### src/rtl/branch_predictor_btb.sv
// branch_predictor_btb
//
// Dynamic branch predictor that sits beside the IF stage. It combines a
// direct-mapped branch target buffer with a 2-bit saturating direction
// counter per entry. The fetch PC is looked up combinationally every cycle.
// Resolved branches reported by EX train the table on the clock edge. The
// block also flags mispredicts so the core can flush IF/ID and redirect.
//
// Ports
//   clk, rst_n          rising-edge clock, asynchronous active-low reset
//   if_pc               PC being fetched
//   pred_taken          lookup result: branch predicted taken
//   pred_target         predicted next PC for if_pc
//   upd_valid           EX reports a resolved branch this cycle
//   upd_pc              PC of the resolved branch
//   upd_taken           actual outcome
//   upd_target          actual taken target
//   upd_pred_taken      prediction that travelled down the pipe with the branch
//   upd_pred_target     predicted next PC that travelled with the branch
//   tbl_clear           synchronous invalidate of the whole table
//   mispredict          redirect required this cycle
//   redirect_pc         correct next PC when mispredict is high
//   mispred_cnt         saturating mispredict statistics counter

module branch_predictor_btb #(
    parameter int PC_W       = 32,
    parameter int INDEX_BITS = 4,
    parameter int CNT_W      = 16
) (
    input  logic             clk,
    input  logic             rst_n,
    input  logic [PC_W-1:0]  if_pc,
    output logic             pred_taken,
    output logic [PC_W-1:0]  pred_target,
    input  logic             upd_valid,
    input  logic [PC_W-1:0]  upd_pc,
    input  logic             upd_taken,
    input  logic [PC_W-1:0]  upd_target,
    input  logic             upd_pred_taken,
    input  logic [PC_W-1:0]  upd_pred_target,
    input  logic             tbl_clear,
    output logic             mispredict,
    output logic [PC_W-1:0]  redirect_pc,
    output logic [CNT_W-1:0] mispred_cnt
);

    localparam int ENTRIES = 1 << INDEX_BITS;
    localparam int TAG_W   = PC_W - INDEX_BITS - 2;

    logic             valid_q  [ENTRIES];
    logic [1:0]       ctr_q    [ENTRIES];
    logic [TAG_W-1:0] tag_q    [ENTRIES];
    logic [PC_W-1:0]  target_q [ENTRIES];
    logic             valid_d  [ENTRIES];
    logic [1:0]       ctr_d    [ENTRIES];
    logic [TAG_W-1:0] tag_d    [ENTRIES];
    logic [PC_W-1:0]  target_d [ENTRIES];
    logic [CNT_W-1:0] mispred_cnt_q, mispred_cnt_d;

    logic [INDEX_BITS-1:0] if_idx, upd_idx;
    logic [TAG_W-1:0]      if_tag, upd_tag;
    logic                  if_hit, upd_hit;

    // The two low PC bits never take part in indexing or tagging.
    assign if_idx  = if_pc[INDEX_BITS+1:2];
    assign if_tag  = if_pc[PC_W-1:INDEX_BITS+2];
    assign upd_idx = upd_pc[INDEX_BITS+1:2];
    assign upd_tag = upd_pc[PC_W-1:INDEX_BITS+2];

    // Fetch-side lookup reads the registered table, so an update landing on
    // the same entry this cycle only becomes visible on the following cycle.
    assign if_hit      = valid_q[if_idx] && (tag_q[if_idx] == if_tag);
    assign pred_taken  = if_hit && ctr_q[if_idx][1];
    assign pred_target = pred_taken ? target_q[if_idx] : if_pc + PC_W'(4);

    // A taken branch with the right direction but the wrong target still
    // needs a redirect.
    assign upd_hit     = valid_q[upd_idx] && (tag_q[upd_idx] == upd_tag);
    assign mispredict  = upd_valid &&
                         ((upd_pred_taken != upd_taken) ||
                          (upd_taken && (upd_pred_target != upd_target)));
    assign redirect_pc = upd_taken ? upd_target : upd_pc + PC_W'(4);
    assign mispred_cnt = mispred_cnt_q;

    // Next-state of the table. A clear discards any update in the same cycle.
    // A miss that is not taken leaves the table alone, so that a not-taken
    // branch does not evict a useful entry.
    always_comb begin
        valid_d  = valid_q;
        ctr_d    = ctr_q;
        tag_d    = tag_q;
        target_d = target_q;
        if (tbl_clear) begin
            for (int i = 0; i < ENTRIES; i++) begin
                valid_d[i] = 1'b0;
                ctr_d[i]   = 2'b01;
            end
        end else if (upd_valid) begin
            if (upd_hit) begin
                if (upd_taken) begin
                    ctr_d[upd_idx]    = (ctr_q[upd_idx] == 2'b11) ? 2'b11 : ctr_q[upd_idx] + 2'b01;
                    target_d[upd_idx] = upd_target;
                end else begin
                    ctr_d[upd_idx]    = (ctr_q[upd_idx] == 2'b00) ? 2'b00 : ctr_q[upd_idx] - 2'b01;
                end
            end else if (upd_taken) begin
                valid_d[upd_idx]  = 1'b1;
                tag_d[upd_idx]    = upd_tag;
                target_d[upd_idx] = upd_target;
                ctr_d[upd_idx]    = 2'b10;
            end
        end
    end

    // The statistics counter ignores tbl_clear and saturates at all-ones.
    always_comb begin
        mispred_cnt_d = mispred_cnt_q;
        if (mispredict && (mispred_cnt_q != {CNT_W{1'b1}})) begin
            mispred_cnt_d = mispred_cnt_q + CNT_W'(1);
        end
    end

    // State registers. Counters reset to weakly not-taken.
    always_ff @(posedge clk or negedge rst_n) begin
        if (!rst_n) begin
            for (int i = 0; i < ENTRIES; i++) begin
                valid_q[i]  <= 1'b0;
                ctr_q[i]    <= 2'b01;
                tag_q[i]    <= '0;
                target_q[i] <= '0;
            end
            mispred_cnt_q <= '0;
        end else begin
            valid_q       <= valid_d;
            ctr_q         <= ctr_d;
            tag_q         <= tag_d;
            target_q      <= target_d;
            mispred_cnt_q <= mispred_cnt_d;
        end
    end

endmodule

### config.mk
export PLATFORM = sky130hd
export DESIGN_NAME = branch_predictor_btb
export DESIGN_NICKNAME = d
export VERILOG_FILES = /design/src/rtl/branch_predictor_btb.sv
export SDC_FILE = /design/constraint.sdc
export NUM_CORES = 2
export LEC_CHECK = 0
export BUFFER_PORTS_ARGS = -buffer_cell sky130_fd_sc_hd__buf_2
export CAP_MARGIN = 20
export CELL_PAD_IN_SITES_DETAIL_PLACEMENT = 1
export CELL_PAD_IN_SITES_GLOBAL_PLACEMENT = 1
export CORE_UTILIZATION = 38
export DETAILED_ROUTE_END_ITERATION = 16
export HOLD_SLACK_MARGIN = 0.12
export PLACE_DENSITY_LB_ADDON = 0.1
export SYNTH_ARGS = -nofsm -noshare
export SYNTH_HDL_FRONTEND = slang
export SYNTH_SLANG_ARGS = --single-unit
### constraint.sdc
create_clock -name clk -period 6.7 [get_ports clk]
set_input_delay 0 -clock clk [delete_from_list [all_inputs] [get_ports clk]]
set_output_delay 0 -clock clk [all_outputs]
set_load 0.05 [all_outputs]
==> flow_summary_export.csv <==
group,metric,value,unit
outcome,status,"finished, final reports clean",
timing,finalCritPeriodShare,72.71,%
timing,setup_ws,1.828,ns
timing,rsz0062_at_grt,"no",
pwr,p_per_area,280.0,mW/mm²
pwr,power_leakage,26.56,nW
worst_setup_path,crit_required,6.70,ns
place,gp_congestion,0.8539,
clocking,cts-root-buf,"clkbuf_16",
synthesis,synthArstFlopShare,100.0,%
route,firstDrtPassIters,5,
grt,antenna_found_initial,11,
synthesis,synth_simple_gate_area_share,3.571,%
final_layout,layout_commonest_cell,"dfrtp_1",
timing,relSlewSlack,31.68,%
place,port_buffers,215,
clocking,htreeDepth,3,
worst_setup_path,critPathMaxFanout,60,
synthesis,synth_xor_area_share,2.563,%
synthesis,synth.distinct_cells,76,
synthesis,syn_area,0.05297,mm²
synthesis,yosys.area_share.adder,0.1606,%
synthesis,synth-seq-cells,992,
synthesis,ys_seq_area_share,46.90,%
route,drc_errors,0,
grt,grt_max_degree,171,
final_layout,drive_above_1_share,47.36,%
worst_setup_path,end_kind,"output port",
clocking,insertion_delay,0.76,ns
worst_setup_path,critPathSlowestCell,"xnor2_1",
synthesis,synth.avg_cell_area,14.92,µm²
route,wire_per_inst,33.47,µm
worst_setup_path,cp.buffers_inverters,4,
timing,hold_viol_final,0,
synthesis,synth_top_cell_by_area,"dfrtp_1",
route,num_vias,33280,
grt,grt_use_total,26.68,%
job,maxCapViolations,0,
clocking,path_clk_slew,0.05,ns
route,drt-total-wl,185.9,mm
synthesis,synth-edff-count,0,
synthesis,synth.top_cell.area_share,46.11,%
die,ios,216,
pwr,power,0.01678,W
synthesis,yosys-top-cells-area,"dfrtp_1 46%, mux4_2 16%, mux2_2 12%",
die,design.core.area,0.1378,mm²
grt,grt_pass1_vias,37150,
route,viasPerCell,5.991,
route,drt-initial-drc-count,2375,
timing,timing.fmax,205.3,MHz
worst_setup_path,worstSetupPathType,"in -> out",
timing,finalSetupViolations,0,
place,hpwlAfterDp,115.0,mm
timing,final.setup.tns,0,ns
worst_setup_path,timing.rr.start,"tag_q[19]",
grt,grt_pass1_wl,273.6,mm
route,antenna_left,0,
synthesis,ys_warn_count,0,
die,num_rows,136,
place,dpl_worst_slack,1.457,ns
worst_setup_path,start_kind,"primary input",
clocking,cts_resized,0,
worst_setup_path,crit_chain,"buf_8, buf_4, mux4_2, mux4_2, xnor2_1, nand4_1, nor4bb_4, buf_4, mux2_2, buf_2",
synthesis,synth_top_family_by_area,"multiplexers",
pwr,ir_drop,0.2088,mV
hold_path,worstHoldStart,"upd_pred_taken",
worst_setup_path,arrival,4.87,ns
timing,final_max_slew_viol_count,0,
final_layout,fin_nets,3801,
synthesis,synth_ff_type,"dfrtp_1",
timing,period_needed,4.872,ns
hold_path,hp-class,"in -> reg",
clocking,cts.sinks,992,
die,initial_utilization,38.43,%
synthesis,synthMuxAreaShare,40.23,%
clocking,cts_buffer_depth,3,
die,die_x,375.4,µm
worst_setup_path,crit_path_start,"if_pc[2]",
worst_setup_path,worst_path_largest_cell_delay,0.58,ns
die,dieHeight,375.4,µm
clocking,tritoncts,"built",
synthesis,synth_cells,3551,
final_layout,fillers,13600,
worst_setup_path,cp_top_family,"buffers and inverters",
synthesis,syn-num-nets,3691,
die,die-area,0.1409,mm²
final_layout,multiInputGateArea,0.02632,mm²
grt,grt_overflow,0,
synthesis,synth_compound_area_share,2.846,%
final_layout,regArea,0.02484,mm²
final_layout,final_cell_mix,"976 x dfrtp_1, 569 x mux2_2, 382 x mux4_2, 280 x mux2_4, 206 x buf_2",
final_layout,area_growth_syn_to_layout,13.13,%
timing,skew,0.05587,ns
clocking,cts_buffers,117,
timing,worst_pin_slew,1.025,ns
[cell usage after synthesis (22+ instances only)]
library cell / n
mux2_1: 127
mux2i_1: 64
o21ai_0: 60
nand3_1: 56
o211ai_1: 27
buf_1: 26
xnor2_1: 79
mux2_4: 280
nor3_1: 23
mux2_2: 569
clkbuf_1: 229
xor2_1: 76
nand2_1: 101
nor2b_1: 22
mux4_2: 382
buf_6: 51
nand4_1: 27
buf_2: 53
dfrtp_1: 976
nor2_1: 62
[state kept, by name, summed over array words and instances (netlist names)]
signal,count
target_q,512
tag_q,416
ctr_q,32
mispred_cnt,16
valid_q,16
[per-layer routing]
layer  part of all wire (%)  up-vias  track usage [%]
li1                       -    13550                -
met1                     44    18490            36.73
met2                     48      920            43.04
met3                    4.4      306            4.081
met4                    3.7       12            9.003
met5                  0.040        -                0
[through the flow]
stage          instance area (µm²)  hold slack, ns  util (%)  instances
5_1_grt                      59920          0.2267     43.47       5550
3_5_place_dp                 55270         0.09127     40.10       5273
4_1_cts                      59920          0.1624     43.47       5550
6_report                     59930          0.2230     43.48       5555
2_1_floorplan                52970         -0.2956         -       3551
3_3_place_gp                 55270         0.08166     40.10       5273
[power breakdown]
part | leakage [nW] | switching (W) | internal (W)
sequential | 13.2 | 0.000531 | 0.00676
clock | 1.96 | 0.00274 | 0.00383
combinational | 11.4 | 0.00141 | 0.00151
total | 26.6 | 0.00468 | 0.0121
[kinds of logic after synthesis]
kind of cell	after synthesis
adder cells (fa/ha/maj)	7
flip-flops	992
XOR/XNOR	155
AO/OA/AOI/OAI	216
buffers and inverters	390
multiplexers	1423
AND/OR/NAND/NOR	368
[final timing paths]
path                                   end  slack, ns  cells after the start
min in group asynchronous   mispred_cnt[5]       0.60                      4
min reg2reg                mispred_cnt[15]       0.49                      1
max reg2reg                     tag_q[337]       2.10                     10
max                        pred_target[11]       1.83                     10
max in group asynchronous       tag_q[311]       4.73                      5
min                         mispred_cnt[0]       0.22                      4
[repair_timing]
item                                    in CTS  in global routing
endpoints found under the setup margin       0                  0
setup buffers                                0                  0
hold buffers                                63                  0
endpoints found under the hold margin     1475                  0
[final cells by class]
type,count,share of cell area [%]
antenna,5,0.02088
clock buffer,175,5.817
clock inverter,39,0.8498
inverter,20,0.1253
multi-input combinational,2169,43.91
sequential,992,41.46
tap,1794,3.746
timing repair buffer,361,4.073
[worst register-to-register path: cells and delay by family, from the launching register on]
family	cells	cell delay [ns]
and+or+nand+nor	5	1.89
muxes	2	0.92
AOI/OAI and AO/OA	2	0.63
buffers and inverters	1	0.62
DFF	1	0.41
Power figures use the tool's default switching activity.
